## src/rtl/fp_pkg.sv

```systemverilog
// Shared floating-point package: IEEE-754 single field widths, special
// integer results and the converter state encoding.
package fp_pkg;

   localparam int BIAS    = 32'sd127;
   localparam int EXP_INF = 32'sd255;
   localparam int MANT_W  = 32'sd23;
   localparam int EXP_W   = 32'sd8;

   localparam logic [31:0] INT_MAX = 32'h7FFF_FFFF;
   localparam logic [31:0] INT_MIN = 32'h8000_0000;

   typedef enum logic [1:0] {
      ST_IDLE  = 2'd0,
      ST_SHIFT = 2'd1,
      ST_ROUND = 2'd2,
      ST_DONE  = 2'd3
   } state_t;

endpackage

```

## src/rtl/fp_unpack.sv

```systemverilog
// Combinational IEEE-754 single unpacker: splits the packed word into its
// fields and classifies it. Shared with the adder datapath.
module fp_unpack
   import fp_pkg::*;
#(
   parameter int BIAS = 32'sd127
) (
   input  logic                    a_word,
   input  logic [30:0]             a_rest,
   output logic                    sign,
   output logic [MANT_W-1:0]       mant,
   output logic                    is_nan,
   output logic                    is_inf,
   output logic                    is_zero_or_denorm,
   output logic signed [9:0]       exp_unb
);

   logic [EXP_W-1:0] exp_s;
   logic             mant_nz_s;

   assign sign      = a_word;
   assign exp_s     = a_rest[MANT_W +: EXP_W];
   assign mant      = a_rest[MANT_W-1:0];
   assign mant_nz_s = (mant != {MANT_W{1'b0}});

   assign is_nan            = (exp_s == EXP_W'(EXP_INF)) &&  mant_nz_s;
   assign is_inf            = (exp_s == EXP_W'(EXP_INF)) && !mant_nz_s;
   assign is_zero_or_denorm = (exp_s == {EXP_W{1'b0}});

   // Exponent widened before removing the bias so negative values survive.
   assign exp_unb = signed'({2'b00, exp_s} - 10'(BIAS));

endmodule

```

## src/rtl/fp_to_int.sv

```systemverilog
// Sequential IEEE-754 single to signed 32-bit integer converter with
// round-to-nearest-even. Alignment is done one bit per cycle, so latency
// depends on the exponent. Valid/ready handshake on both sides.
module fp_to_int
   import fp_pkg::*;
#(
   parameter int BIAS       = 32'sd127,
   parameter int MAX_RSHIFT = 32'sd24
) (
   input  logic        clk,
   input  logic        rst,
   input  logic        in_valid,
   output logic        in_ready,
   input  logic [31:0] A,
   output logic        out_valid,
   input  logic        out_ready,
   output logic [31:0] Result,
   output logic        overflow,
   output logic        invalid,
   output logic        inexact
);

   // Exponent thresholds: integer weight of the hidden bit, smallest
   // exponent still worth shifting, and the first saturating exponent.
   localparam logic signed [9:0] E_MANT = 10'(MANT_W);
   localparam logic signed [9:0] E_MIN  = 10'(MANT_W - MAX_RSHIFT);
   localparam logic signed [9:0] E_SAT  = 10'sd31;

   logic                    sign_s;
   logic [MANT_W-1:0]       mant_s;
   logic                    is_nan_s;
   logic                    is_inf_s;
   logic                    is_zod_s;
   logic signed [9:0]       exp_unb_s;

   logic                    left_s;
   logic [4:0]              count_s;
   logic                    round_up_s;
   logic [31:0]             mag_s;
   logic [31:0]             signed_res_s;

   state_t                  state_r;
   logic                    in_ready_r;
   logic                    out_valid_r;
   logic [31:0]             result_r;
   logic                    overflow_r;
   logic                    invalid_r;
   logic                    inexact_r;
   logic [31:0]             work_r;
   logic                    guard_r;
   logic                    sticky_r;
   logic [4:0]              count_r;
   logic                    left_r;
   logic                    sign_r;

   fp_unpack #(
      .BIAS              (BIAS)
   ) u_unpack (
      .a_word            (A[31]),
      .a_rest            (A[30:0]),
      .sign              (sign_s),
      .mant              (mant_s),
      .is_nan            (is_nan_s),
      .is_inf            (is_inf_s),
      .is_zero_or_denorm (is_zod_s),
      .exp_unb           (exp_unb_s)
   );

   // Shift direction and distance needed to align the hidden bit to bit 0 weight.
   always_comb begin
      left_s  = 1'b0;
      count_s = 5'd0;
      if (exp_unb_s >= E_MANT) begin
         left_s  = 1'b1;
         count_s = 5'(exp_unb_s - E_MANT);
      end else begin
         left_s  = 1'b0;
         count_s = 5'(E_MANT - exp_unb_s);
      end
   end

   // Nearest-even rounding of the aligned magnitude, then sign application.
   assign round_up_s   = guard_r & (sticky_r | work_r[0]);
   assign mag_s        = work_r + {31'd0, round_up_s};
   assign signed_res_s = sign_r ? (32'd0 - mag_s) : mag_s;

   // Converter FSM: decode/classify, iterative align, round, hold result.
   always_ff @(posedge clk) begin
      if (rst) begin
         state_r     <= ST_IDLE;
         in_ready_r  <= 1'b1;
         out_valid_r <= 1'b0;
         result_r    <= 32'd0;
         overflow_r  <= 1'b0;
         invalid_r   <= 1'b0;
         inexact_r   <= 1'b0;
         work_r      <= 32'd0;
         guard_r     <= 1'b0;
         sticky_r    <= 1'b0;
         count_r     <= 5'd0;
         left_r      <= 1'b0;
         sign_r      <= 1'b0;
      end else begin
         case (state_r)
            ST_IDLE: begin
               if (in_valid) begin
                  sign_r <= sign_s;
                  if (is_nan_s) begin
                     result_r    <= INT_MIN;
                     invalid_r   <= 1'b1;
                     state_r     <= ST_DONE;
                     in_ready_r  <= 1'b0;
                     out_valid_r <= 1'b1;
                  end else if (is_inf_s) begin
                     result_r    <= sign_s ? INT_MIN : INT_MAX;
                     invalid_r   <= 1'b1;
                     state_r     <= ST_DONE;
                     in_ready_r  <= 1'b0;
                     out_valid_r <= 1'b1;
                  end else if (is_zod_s) begin
                     result_r    <= 32'd0;
                     inexact_r   <= (mant_s != {MANT_W{1'b0}});
                     state_r     <= ST_DONE;
                     in_ready_r  <= 1'b0;
                     out_valid_r <= 1'b1;
                  end else if (exp_unb_s < E_MIN) begin
                     // Magnitude below one half always rounds to zero.
                     result_r    <= 32'd0;
                     inexact_r   <= 1'b1;
                     state_r     <= ST_DONE;
                     in_ready_r  <= 1'b0;
                     out_valid_r <= 1'b1;
                  end else if (exp_unb_s >= E_SAT) begin
                     // -2^31 is the one representable value in this range.
                     if (sign_s && (exp_unb_s == E_SAT) && (mant_s == {MANT_W{1'b0}})) begin
                        result_r <= INT_MIN;
                     end else begin
                        result_r   <= sign_s ? INT_MIN : INT_MAX;
                        overflow_r <= 1'b1;
                     end
                     state_r     <= ST_DONE;
                     in_ready_r  <= 1'b0;
                     out_valid_r <= 1'b1;
                  end else begin
                     work_r     <= {8'd0, 1'b1, mant_s};
                     guard_r    <= 1'b0;
                     sticky_r   <= 1'b0;
                     count_r    <= count_s;
                     left_r     <= left_s;
                     in_ready_r <= 1'b0;
                     state_r    <= (count_s != 5'd0) ? ST_SHIFT : ST_ROUND;
                  end
               end
            end
            ST_SHIFT: begin
               if (left_r) begin
                  work_r <= {work_r[30:0], 1'b0};
               end else begin
                  work_r   <= {1'b0, work_r[31:1]};
                  sticky_r <= sticky_r | guard_r;
                  guard_r  <= work_r[0];
               end
               count_r <= count_r - 5'd1;
               if (count_r == 5'd1) begin
                  state_r <= ST_ROUND;
               end
            end
            ST_ROUND: begin
               result_r    <= signed_res_s;
               inexact_r   <= guard_r | sticky_r;
               state_r     <= ST_DONE;
               out_valid_r <= 1'b1;
            end
            ST_DONE: begin
               if (out_ready) begin
                  state_r     <= ST_IDLE;
                  in_ready_r  <= 1'b1;
                  out_valid_r <= 1'b0;
                  overflow_r  <= 1'b0;
                  invalid_r   <= 1'b0;
                  inexact_r   <= 1'b0;
               end
            end
            default: begin
               state_r     <= ST_IDLE;
               in_ready_r  <= 1'b1;
               out_valid_r <= 1'b0;
            end
         endcase
      end
   end

   assign in_ready  = in_ready_r;
   assign out_valid = out_valid_r;
   assign Result    = result_r;
   assign overflow  = overflow_r;
   assign invalid   = invalid_r;
   assign inexact   = inexact_r;

endmodule

```

## config.mk

```make
export PLATFORM = sky130hd
export DESIGN_NAME = fp_to_int
export DESIGN_NICKNAME = d
export VERILOG_FILES = /design/src/rtl/fp_pkg.sv /design/src/rtl/fp_unpack.sv /design/src/rtl/fp_to_int.sv
export SDC_FILE = /design/constraint.sdc
export NUM_CORES = 1
export LEC_CHECK = 0
export CORE_ASPECT_RATIO = 0.75
export CORE_MARGIN = 10
export CORE_UTILIZATION = 35
export CTS_CLUSTER_DIAMETER = 100
export DETAILED_ROUTE_END_ITERATION = 8
export SYNTH_ARGS = -nofsm -noshare
export SYNTH_HDL_FRONTEND = slang
export SYNTH_SLANG_ARGS = --single-unit
export TNS_END_PERCENT = 1
```

## constraint.sdc

```tcl
create_clock -name clk -period 3.2 [get_ports clk]
set_input_delay 0.32 -clock clk [delete_from_list [all_inputs] [get_ports clk]]
set_output_delay 0.32 -clock clk [all_outputs]
set_load 0.01 [all_outputs]
```

Word level (Yosys, flattened, before mapping):

Cells that the tools add are included.

* output and inout port bits: 37
* input bits: 36
* word-level logic and storage cells: 151
* flip-flop bits (word level): 80

* add/subtract/negate cells: 6
* eq/ne operators: 20
* muxes and demuxes: 76
* $lt $le $gt $ge: 3
* bitwise logic cells: 8
* reductions and logical operators: 25

Operators with widths (count)
* $mux W32: 16
* $pmux W32 S2: 2
* $mux W5: 7
* $mux W1: 33
* $add A32 B1 Y32: 1
* $sub A1 B32 Y32 const A: 1
* $logic_not A23 Y1: 1
* $reduce_bool A23 Y1: 1
* $ne A2 B2 Y1 const B: 11
* $ge A9 B6 Y1 const B: 2
* $mux W2: 9
* $reduce_and A7 Y1: 2
* $pmux W1 S2: 5
* $pmux W5 S2: 1
* $eq A9 B6 Y1 const B: 1
* $lt A9 B1 Y1 const B: 1
* $reduce_and A3 Y1: 3
* $reduce_and A9 Y1: 1
* $sub A8 B7 Y9 const B: 1
* $eq A8 B8 Y1 const B: 1
* $logic_not A8 Y1: 1
* $pmux W2 S4: 1
* $reduce_and A4 Y1: 2
* $reduce_and A8 Y1: 1
* other kinds (20): 33

Longest topological paths before layout:

Gate-level depths: netlist of the first run.

* depth after elaboration: 12
* depth in mapped cells: 14
* depth with buffers taken out: 11

By module:

A second synthesis of the first run with hierarchy kept.

* cells, all modules: 857
* area total of the unflattened synthesis: 6304.8 um^2

By module, submodules not included
* fp_to_int: area each 5890.6 um^2, times used 1, cells each 797, seq. area each 1601.5 um^2
* fp_unpack: area each 414.1 um^2, times used 1, cells each 60, seq. area each 0.0 um^2

Least setup slack after synthesis of the first run:

OpenSTA, ideal clock, no wires.

* path kind: flip-flop to flip-flop
* start: register work_r[0]
* end: register result_r[25] (netlist: Result[25])
* setup slack: 0.191 ns
* data required time: 3.080 ns
* cell stages (with the launch flop): 12
* library setup time: 0.120 ns
* clock period less this slack: 3.009 ns
* buffers on the path: 1
* arrival time: 2.889 ns
* cell sequence: dfxtp_1 -> buf_4 -> and2_1 -> ha_1 -> nand3_4 -> nor4_1 -> xnor2_1 -> nand4_1 -> or4_4 -> nor4_4 -> mux2i_1 -> a21oi_1

* cells in the longest elaborated chain, start to end: 6

Ends and longest elaborated chain
* from (decl): line fp_to_int.sv:49 `logic [31:0] work_r;`
* from (signal assigned): line fp_to_int.sv:145 `work_r <= {8'd0, 1'b1, mant_s};`
* from (signal assigned): line fp_to_int.sv:157 `work_r <= {work_r[30:0], 1'b0};`
* from (signal assigned): line fp_to_int.sv:159 `work_r <= {1'b0, work_r[31:1]};`
* $or A1 B1 Y1: line fp_to_int.sv:83 `assign round_up_s = guard_r & (sticky_r | work_r[0]);`
* $and A1 B1 Y1: line fp_to_int.sv:83
* $add A32 B1 Y32 (*): line fp_to_int.sv:84 `assign mag_s = work_r + {31'd0, round_up_s};`
* $sub A1 B32 Y32: line fp_to_int.sv:85 `assign signed_res_s = sign_r ? (32'd0 - mag_s) : mag_s;`
* $mux W32 (*): line fp_to_int.sv:85
* $pmux W32 S2 (*): line fp_to_int.sv:104 `case (state_r)`
* to (signal assigned): line fp_to_int.sv:115 `result_r <= sign_s ? INT_MIN : INT_MAX;`
* to (signal assigned): line fp_to_int.sv:138 `result_r <= sign_s ? INT_MIN : INT_MAX;`
* to (signal assigned): line fp_to_int.sv:169 `result_r <= signed_res_s;`
* to (decl): line fp_to_int.sv:45 `logic [31:0] result_r;`

Every way passes the cells marked *; elsewhere a longest branch is shown, timed or not.
A chain may end at the register's enable or synchronous reset.

Final worst setup path of the first run:

* start: register work_r[2]
* end: register result_r[28] (netlist: Result[28])

* cells in the longest elaborated chain, start to end: 4

Ends and longest elaborated chain (line)
* $add A32 B1 Y32 (*): fp_to_int.sv:84
* $sub A1 B32 Y32: fp_to_int.sv:85
* $mux W32 (*): fp_to_int.sv:85
* $pmux W32 S2 (*): fp_to_int.sv:104

Marked as above.

==> impl.org, run 1 <==
** Timing
- Final-report setup violation count :: 0
- Setup repair after global routing missed its margin :: false
- Headroom to the max-slew limit came out at between 30% and 40%.
- The clock arrives with ~0.0055 ns of skew.
- The smallest clock period supported by the final layout is computed as between 3 and 4 ns.
- Final count of hold timing violations :: 0
- Share of the cycle needed by the critical path after routing :: 94.4%
- Worst-Margin Slew :: slightly below 1 ns
- Derived from the worst setup path, the maximum achievable clock frequency is around 0.33 GHz.
- The max-slew violation total from the final report was 0.

** Die
- Once the floorplan was initialized, standard cells occupied about 35% of the core.
- Die extent in y :: ~140 um
- The core region is 17600 um2.
- Width of the chip :: ~170 um
- During I/O placement, the number of pins put on the boundary was between 70 and 80.
- Full die area :: ~24000 um2
- The floorplan has 42 rows.

** CTS
- Counting every sink on the clock net gives 80.
- H-tree lvl count :: 3
- Post-CTS Hold Fix Bufs :: 0
- The root buffer cell chosen for the clock tree is clkbuf_16.
- Clock slew at the register clock pins of the worst setup and hold paths :: ~0.06 ns
- Clock latency on the worst-skew pair, taken at its later pin, is between 0.3 and 0.4 ns.
- Setup repair bufs after CTS :: 0
- Counting along the longest clock path gives a buffer depth of 2.
- Clock tree from TritonCTS :: yes
- CTS Buf Count :: 9

** Power
- IR analysis of the VDD net gives a maximum drop of 0.300 mV.
- Power spread over the standard cell area amounts to 747 nW/um2.
- P_leak :: ~0.0028 uW

** Placement
- Buffers placed on the I/O ports in this run total between 70 and 80.
- Placer Congestion :: approximately 0.87
- Including well taps, the total number of placed cells is 1140.
- HPWL Detailed :: 13700 um

** Detailed routing
- In the routed design, unresolved DRC markers number 0.
- Number of vias per cell :: about 5.3
- In this run the remaining antenna-violating nets after routing total 0.
- Wire per inst :: about 16 um
- The final route contains a little over 6000 vias.
- The first detailed-routing pass took 5 iterations.
- Detailed router's first-iteration violation count :: about 570
- Wires add up to roughly 18000 um.

** Critical path
- The worst setup path is launched from a flip-flop.
- Critical R2R Launch :: work_r[2]
- Crit path required time :: 3.41 ns
- The number of cells on the worst reg-to-reg path is 9.
- Worst-path maximum fanout :: 12
- Setup slack, reg-to-reg :: between 0.15 and 0.2 ns
- Most frequent CP cell :: nand4_1
- Traced cell by cell, the critical path runs through nand4_1 > nor4_1 > xnor2_1 > nand4_1 > buf_4 > or4_1 > o31a_1 > mux2i_1 > o21ai_1.
- Crit path capture :: Result[28]
- Cell with the largest stage delay on the worst path :: dfxtp_1
- The critical path is of the flip-flop to flip-flop type.
- STA classifies the critical path endpoint as a flip-flop.
- In this run the worst setup path begins at work_r[2].
- Reg2Reg Capture Point :: Result[28]
- On the worst path, the slowest cell contributes a delay of 0.64 ns.
- Data arrival time at the worst-slack endpoint :: 3.23 ns

** Status
- The run finished with clean final reports.

** Final layout
- Registers take about 1600 um2.
- For this run, the share of the core covered by cells in the final layout is 44.4%.
- Finished Layout Cells :: 1156
- Antenna Cells :: 0
- Synth-to-Final Area Change :: 25.6%
- Fill cell count :: 1815
- The post-route netlist has 11.6% of its cells at a drive strength greater than 1.
- In the final layout, the multi-input gates occupy 4250 um2.
- Net count reported at finish :: 959

** Logic synthesis
- Instance count of the mapped netlist :: 834
- Cell variety after synth :: 75
- Synth area leader :: dfxtp_1
- Summing every instance area after synthesis gives roughly 6200 um2.
- Most instantiated cells after synthesis :: nor2_1, dfxtp_1, a21oi_1, nand2_1, clkbuf_1
- Synth Flop Type :: dfxtp_1
- After synthesis, the share of flip-flops with an asynchronous set or reset is 0%.
- After synthesis the netlist holds a flip-flop and latch count of 80.
- Largest cells by area after synthesis :: dfxtp_1, nor2_1, mux2i_1
- Post-synth EDFFs :: 0
- Sequential area share after synthesis :: between 20% and 30%
- In the post-synthesis netlist, the cell with the most instances is nor2_1.
- Avg Inst Size Synth :: ~7.4 um2
- Top-area cell type share of the netlist area :: between 20% and 30%
- Total of warnings raised by yosys :: 0
- Syn nets :: about 880

** Worst hold path
- The min-delay analysis places its worst path in the category input pin to flip-flop.

** Job
- Max cap viols :: 0

** Global route
- Global-route wire length before repair :: around 30000 um
- The number of global-route vias before repair was 5701.
- Overflow left after global routing :: 0
- Entering global routing, the biggest net connects 61 pins.
- Global-route usage over all layers :: between 10% and 20%
- The number of antenna violations at the first check in global routing was 0.
state kept, by name, indices dropped and copies added, names as in the netlist:
register / count
state_r: 2
count_r: 5
sticky_r: 1
left_r: 1
Result: 32
invalid: 1
in_ready: 1
guard_r: 1
out_valid: 1
overflow: 1
work_r: 32
inexact: 1
sign_r: 1
worst max-delay path, delay by kind of cell, from the launching register on:
family,cells,cell delay [ns]
AND/OR/NAND/NOR,4,1.20
AO/OA/AOI/OAI,2,0.37
XOR/XNOR,1,0.29
flip-flops,1,0.64
multiplexers,1,0.16
buffers and inverters,1,0.21
logic make-up after synthesis:
logic type,Yosys count,share of synthesized area [%]
compound gates,216,22.2
mux,45,7.29
xor+xnor,59,8.56
flops,80,25.8
fa+ha+maj,14,2.82
buf+inv,93,6.35
simple gates,327,27.0
through the flow:
step	instance area [um2]	setup WS, ns	TNS [ns]	total power [uW]	hold slack, ns
after CTS	7780	0.135	0	5820	0.471
after global routing	7800	0.00113	0	6250	0.498
final	7800	0.180	0	5830	0.486
after detailed placement	7430	-0.103	-1.45	4600	0.479
after floorplan	6210	0.191	0	3470	0.456
after global placement	7430	-0.0287	-0.491	4590	0.480
placed cells by master, fill, tap and decap left out, types with 38 or more instances in the layout:
| cell | count |
|---|---|
| nor2_1 | 123 |
| dfxtp_1 | 79 |
| a21oi_1 | 79 |
| clkdlybuf4s50_1 | 71 |
| buf_4 | 56 |
| nand2_1 | 47 |
| mux2i_1 | 43 |
| nor3_1 | 40 |
| xnor2_1 | 39 |
| o21ai_0 | 38 |
repair_timing:
action,in CTS,in global routing
endpoints found under the setup margin,0,10
gates resized for setup,0,3
hold endpoints to repair,0,0
layer usage:
metal  up-vias  routed length [um]  track usage [%]
li1       3162                   -                -
met3         9                1070             3.51
met2       154                6610             19.7
met5         -                   0                0
met4         0                  99             2.27
met1      2831               10300             24.5
worst min-delay path by stage:
stage	endpoint	cells past startpoint	startpoint
finish	Result[28]	2	rst
global route	Result[28]	2	rst
CTS	Result[28]	2	rst
detailed placement	work_r[31]	2	work_r[31]
global placement	work_r[31]	2	work_r[31]
floorplan	sign_r	2	A[31]
layout make-up:
class,instances,area share (%)
tap,242,3.88
sequential,80,20.6
clock inverter,5,1.33
inverter,26,1.25
clock buffer,11,3.11
multi-input combinational,661,54.5
timing repair buffer,131,15.3
power breakdown:
group          switching [uW]  internal, uW  total [uW]
logic                    1680          1390        3080
clock network             421           784        1200
registers                 273          1270        1540
total                    2380          3450        5830
No activity file was read; power rests on OpenSTA's default activity.
==> run 2, diff against run 1 <==
--- a/config.mk
+++ b/config.mk
@@ -5,11 +5,12 @@
 export SDC_FILE = /design/constraint.sdc
 export NUM_CORES = 1
 export LEC_CHECK = 0
-export CORE_ASPECT_RATIO = 0.75
+export CORE_ASPECT_RATIO = 0.5
 export CORE_MARGIN = 10
 export CORE_UTILIZATION = 35
 export CTS_CLUSTER_DIAMETER = 100
 export DETAILED_ROUTE_END_ITERATION = 8
+export PLACE_DENSITY = 0.6
 export SYNTH_ARGS = -nofsm -noshare
 export SYNTH_HDL_FRONTEND = slang
 export SYNTH_SLANG_ARGS = --single-unit
==> impl.org, run 2 (synthesized netlist as in run 1, its figures left out) <==
** Global route
- Overflow left after global routing :: 0
- Via count of the first global-routing pass :: 5868
- The first global-routing pass estimated 31000 um of wire.
- Entering global routing, the biggest net connects roughly 60 pins.
- The number of antenna violations at the first check in global routing was 0.
- Global-route usage over all layers :: 15.5%

** Detailed routing
- Number of vias per cell :: between 5 and 6
- After detailed routing, the average wire length per cell comes to 16.5 um.
- Drt first pass iters :: 5
- In the routed design, unresolved DRC markers number 0.
- For this block, the routed nets add up to 18900 um of wire.
- Detailed routing inserted a total of 6247 vias.
- The detailed router finished its first iteration with roughly 540 violations.
- Post-detailed-route count of antenna-violating nets :: 0

** Timing
- Setup slack on the critical path of the routed design comes to 0.143 ns.
- Based on the critical path, the design can be clocked at up to between 0.3 and 0.4 GHz.
- Min Tclk post-route :: about 3 ns
- The max-slew violation total from the final report was 0.
- Setup repair after global routing missed its margin :: true
- At the pin with the least slew margin, the transition time is approximately 1.0 ns.
- The number of hold violations in the final report was 0.
- Tightest hold margin :: slightly below 0.5 ns
- Headroom to the max-slew limit came out at roughly a third.
- Max Clock Skew :: 0.00934 ns
- Setup violations remaining at the end of the flow were counted as 0.
- Share of the cycle needed by the critical path after routing :: 95.5%
- Aggregate negative setup slack :: 0 ns

** Die
- # IOs :: between 70 and 80
- The die covers around 24000 um2.
- In this run the standard cell core region covers roughly 17000 um2.
- Die extent in y :: about 110 um
- Num rows :: 34
- Once the floorplan was initialized, standard cells occupied between 30 and 40% of the core.
- Measured along the x axis, the die boundary spans around 210 um.

** Final layout
- Area occupied by registers :: 1600 um2
- Antenna Cells :: 0
- Most common cell after layout, fill and taps aside :: nor2_1
- Leaving out fill and tap cells, the most frequent cells in the layout are nor2_1, dfxtp_1, a21oi_1.
- Relative to the synthesized area, the layout overhead comes to 24.3%.
- In the final design database the tool counted approximately 960 nets.
- Fill cells in the final layout number roughly 1800.
- Combined area of the multi-input logic cells :: between 4000 and 5000 um2
- Fraction of layout instances using a drive strength above 1 :: approximately 11%
- Post-route design area :: between 7000 and 8000 um2

** Placement
- Post-placement cell area :: roughly 7400 um2
- Timing analysis after detailed placement gives a worst setup slack of -0.0802 ns.
- Count of input and output buffers :: between 70 and 80
- At the end of routability-driven placement, the weighted congestion stood at about 0.9.
- The HPWL after detailed placement is 14300 um.

** Critical path
- The worst setup path is launched from a flip-flop.
- Broken down by cell family, the worst path's largest delay share belongs to simple AND/OR/NAND/NOR gates.
- Startpoint-to-endpoint class of the critical path :: flip-flop to flip-flop
- Data arrival time at the worst-slack endpoint :: about 3.3 ns
- Cell with the largest stage delay on the worst path :: dfxtp_1
- The worst setup path is captured at a flip-flop.
- Counting stages on the worst path, the most repeated cell is nor4_4.
- Delay of the slowest cell on the worst path :: 0.67 ns
- Worst-path maximum fanout :: 12
- Critical path, cell by cell :: nand3_4 > xnor2_1 > nor4_4 > nand4_4 > or4_4 > nor4_4 > mux2i_1 > a21oi_1
- STA puts the critical path data required time at ~3.4 ns.
- Number of buffer and inverter instances along the worst setup path :: 0

** CTS
- At the later pin of the worst-skew pair, clock insertion delay measures roughly 0.35 ns.
- Clock tree from TritonCTS :: yes
- H-tree lvl count :: 3
- TritonCTS created 9 clock buffers.
- Sinks on the clock net :: 80
- The root buffer cell chosen for the clock tree is clkbuf_16.
- The longest clock path from root to sink contains 2 buffers.
- After clock tree synthesis, the clock-pin slew on the worst setup and hold paths is around 0.070 ns.

** Power
- Power spread over the standard cell area amounts to between 700 and 800 nW/um2.
- Sum of internal, switching and leakage power :: 5680 uW
- P_leak :: approximately 0.0027 uW
- Max rail drop VDD :: about 0.31 mV

** Job
- The tool flagged a number of max-cap violations equal to 0.

** Worst hold path
- Classification of the worst-slack hold path :: flip-flop to flip-flop

** Status
- The run finished with clean final reports.
## run 2: cell count changes in the layout (fill, tap and decap cells not counted), sizes merged
cell and delta:
bufinv -2, buf -1, clkinvlp +1, inv +1
## run 2: metrics by stage
| step | utilization, % | cells |
|---|---|---|
| 2_1_floorplan | - | 834 |
| 3_3_place_gp | 42.7 | 1131 |
| 3_5_place_dp | 42.7 | 1131 |
| 4_1_cts | 44.4 | 1147 |
| 5_1_grt | 44.4 | 1147 |
| 6_report | 44.4 | 1147 |
## run 2: worst paths after layout
check	slack [ns]	from	cells past startpoint	to
hold reg to reg	0.49	overflow	2	overflow
setup / recovery	0.14	work_r[2]	8	Result[25]
hold / removal	0.49	overflow	2	overflow
setup reg to reg	0.14	work_r[2]	8	Result[25]
## run 2: final cells by class
class                      instances  area share [%]
timing repair buffer             130            15.6
sequential                        80            20.8
tap                              234            3.79
clock inverter                     5           0.729
inverter                          26            1.26
clock buffer                      11            3.01
multi-input combinational        661            54.9
## run 2: power breakdown
| part | total (uW) | internal (uW) | switching (uW) | leakage [uW] |
|---|---|---|---|---|
| registers | 1530 | 1270 | 262 | 0.000655 |
| logic | 3100 | 1380 | 1720 | 0.00193 |
| clock network | 1050 | 606 | 442 | 0.000140 |
| total | 5680 | 3260 | 2420 | 0.00273 |
## run 2: timing repair
action	in CTS	in global routing
gates resized for setup	0	1
endpoints found under the setup margin	0	10
setup buffers	0	0
endpoints found under the hold margin	0	0
hold buffers	0	0
## run 2: worst min-delay path, stage by stage, from the launching register on
cell and delay (ns):
dfxtp_1 0.32, o21ai_0 0.07, a21oi_1 0.06
## run 2: layer usage
layer | track usage, % | part of all wire (%)
met1 | 22.0 | 51
met2 | 23.7 | 43
met3 | 2.86 | 4.8
met4 | 3.26 | 1.0
met5 | 0 | 0
==> run 3, diff against run 2 <==
--- a/config.mk
+++ b/config.mk
@@ -5,11 +5,13 @@
 export SDC_FILE = /design/constraint.sdc
 export NUM_CORES = 1
 export LEC_CHECK = 0
+export CAP_MARGIN = 10
 export CORE_ASPECT_RATIO = 0.5
 export CORE_MARGIN = 10
 export CORE_UTILIZATION = 35
 export CTS_CLUSTER_DIAMETER = 100
 export DETAILED_ROUTE_END_ITERATION = 8
+export MAX_ROUTING_LAYER = met4
 export PLACE_DENSITY = 0.6
 export SYNTH_ARGS = -nofsm -noshare
 export SYNTH_HDL_FRONTEND = slang
==> impl.org, run 3 (synthesized netlist as in run 1, its figures left out) <==
** Die
- Initial core utilization :: a little over a third
- Floorplan Core Area :: 17400 um2
- After floorplanning, the core was divided into 34 placement rows.
- From left edge to right edge, the die measures 208 um.
- # IOs :: 73
- Die extent in y :: between 100 and 150 um
- The floorplan step defined a die boundary enclosing 23800 um2.

** CTS
- Sinks on the clock net :: 80
- Clock tree from TritonCTS :: yes
- Buffers inserted to repair hold after CTS numbered 0.
- H-tree lvl count :: 3
- Counting along the longest clock path gives a buffer depth of 2.
- Clock slew at the register clock pins of the worst setup and hold paths :: roughly 0.07 ns
- The root buffer cell chosen for the clock tree is clkbuf_16.
- Clock tree synthesis inserted a total of 9 buffers.
- Source-to-sink clock delay at the later pin of the worst-skew pair :: approximately 0.34 ns

** Timing
- Max Clock Skew :: between 0.01 and 0.015 ns
- The routed design could run at a clock period as short as between 2 and 3 ns.
- Worst-Margin Slew :: 1.02 ns
- Once routing completed, OpenROAD measured the worst setup slack at between 0.2 and 0.25 ns.
- Headroom to the max-slew limit came out at between 30% and 40%.
- The max-slew violation total from the final report came to 0.
- Across all hold checks on the routed design, the worst slack comes to about 0.49 ns.
- Setup violations remaining at the end of the flow were counted as 0.
- Achievable Freq :: roughly 0.33 GHz
- Of the available clock period, the critical path in the final layout requires ~93%.
- The number of hold violations in the final report was 0.

** Detailed routing
- Drt first pass iters :: 5
- Number of vias per cell :: between 5 and 6
- Detailed router's first-iteration violation count :: approximately 660
- Detailed-route wire length :: 18800 um
- Post-detailed-route count of antenna-violating nets :: 0
- In the routed design, unresolved DRC markers number 0.
- Wire per inst :: 16.4 um
- Summing over every cut layer, the via total after detailed routing is 6242.

** Final layout
- Cells with a size suffix above 1 make up 11.8% of the layout.
- For this run, the post-layout net count is ~960.
- From synthesis to final layout, the design area changed by 24.7%.
- At the end of the flow the core is filled with cells to between 40 and 50%.
- Most frequent cells in the layout :: nor2_1, a21oi_1, dfxtp_1
- Finished Layout Cells :: 1150
- Fill cell count :: 1717
- The repair_antennas step left the layout with diodes totalling 0.
- Leaving out fill and tap cells, the most frequent cell in the layout is nor2_1.

** Critical path
- STA puts the critical path data required time at around 3.4 ns.
- The worst setup path is captured at a flip-flop.
- Across all register-to-register paths, the minimum setup slack is ~0.22 ns.
- Worst-path maximum fanout :: 33
- Startpoint-to-endpoint class of the critical path :: input pin to flip-flop
- Data arrival time at the worst-slack endpoint :: 3.20 ns
- Worst setup SP type :: input pin

** Power
- In this run the power density over the cells is ~730 nW/um2.
- P_leak :: about 0.0027 uW
- Across the VDD grid, the largest voltage drop is ~0.27 mV.
- Sum of internal, switching and leakage power :: roughly 5600 uW

** Placement
- The count of buffers added on input and output ports is 72.
- HPWL Detailed :: 14200 um
- Worst slack at placement :: -0.147 ns
- The congestion estimate from routability-driven global placement came to between 0.8 and 0.9.
- After detailed placement, the design holds a cell count of 1132.

** Status
- Outcome :: completed

** Global route
- The number of antenna violations at the first check in global routing is 0.
- Largest net degree at the start of global routing :: between 60 and 70
- Overflow left after global routing :: 0
- Global-route wire length before repair :: between 30000 and 40000 um
- Global-route usage over all layers :: between 10% and 20%
- Via count of the first global-routing pass :: between 5000 and 6000

** Worst hold path
- In this run the worst hold path is classified as flip-flop to flip-flop.

** Job
- Max cap viols :: 0
-- run 3: changes by cell type in the layout (fill, tap and decap cells not counted) --
cell	previous run	this run
dfxtp_2	1	3
inv_6	1	0
ha_4	0	1
dfxtp_1	79	77
clkinv_2	2	3
clkinvlp_4	1	0
clkbuf_1	2	1
clkinv_4	0	2
clkbuf_8	0	1
ha_2	2	1
buf_4	54	57
bufinv_16	1	0
-- run 3: worst paths after layout --
| kind | to | depth (start not counted) | startpoint |
|---|---|---|---|
| worst max-delay path | work_r[30] | 14 | A[23] |
| worst min-delay path | Result[19] | 2 | Result[19] |
| worst max register to register | Result[25] | 10 | work_r[0] |
| worst min register to register | Result[19] | 2 | Result[19] |
-- run 3: where the power goes --
| group | internal, uW | leakage [uW] | switching [uW] |
|---|---|---|---|
| Sequential | 1270 | 0.000656 | 267 |
| Combinational | 1410 | 0.00195 | 1710 |
| Clock | 546 | 0.000139 | 427 |
| Total | 3220 | 0.00274 | 2400 |
-- run 3: layout make-up --
| type | count | area, um2 | area share (%) |
|---|---|---|---|
| Multi-Input combinational cell | 661 | 4250 | 54.9 |
| Sequential cell | 80 | 1610 | 20.7 |
| Timing Repair Buffer | 133 | 1220 | 15.8 |
| Tap cell | 234 | 293 | 3.78 |
| Clock buffer | 11 | 243 | 3.14 |
| Inverter | 26 | 97.6 | 1.26 |
| Clock inverter | 5 | 32.5 | 0.420 |
-- run 3: repair_timing --
item / in CTS / in global routing
resized for setup: 0 / 4
setup endpoints to repair: 0 / 8
endpoints found under the hold margin: 0 / 0
buffers inserted: 0 / 2
-- run 3: per-stage QoR --
stage               TNS [ns]  cell area, um2
detailed placement     -3.50            7440
floorplan                  0            6210
CTS                        0            7710
global placement     -0.0187            7440
finish                     0            7740
global route        -0.00220            7740
-- run 3: routing by layer --
| layer | global-route usage (%) | routed length [um] |
|---|---|---|
| met1 | 21.7 | 9770 |
| met2 | 23.1 | 8060 |
| met3 | 2.53 | 801 |
| met4 | 2.98 | 183 |
| met5 | - | 0 |
-- run 3: worst max-delay path, stage by stage --
cell	delay, ns
clkdlybuf4s50_1	0.48
ha_1	0.17
nand3_1	0.09
xnor2_1	0.21
ha_1	0.21
nand3_1	0.13
and3_1	0.23
o31a_1	0.33
buf_4	0.16
a32oi_4	0.32
buf_12	0.23
nor3_1	0.08
a21oi_1	0.17
nor2_1	0.06
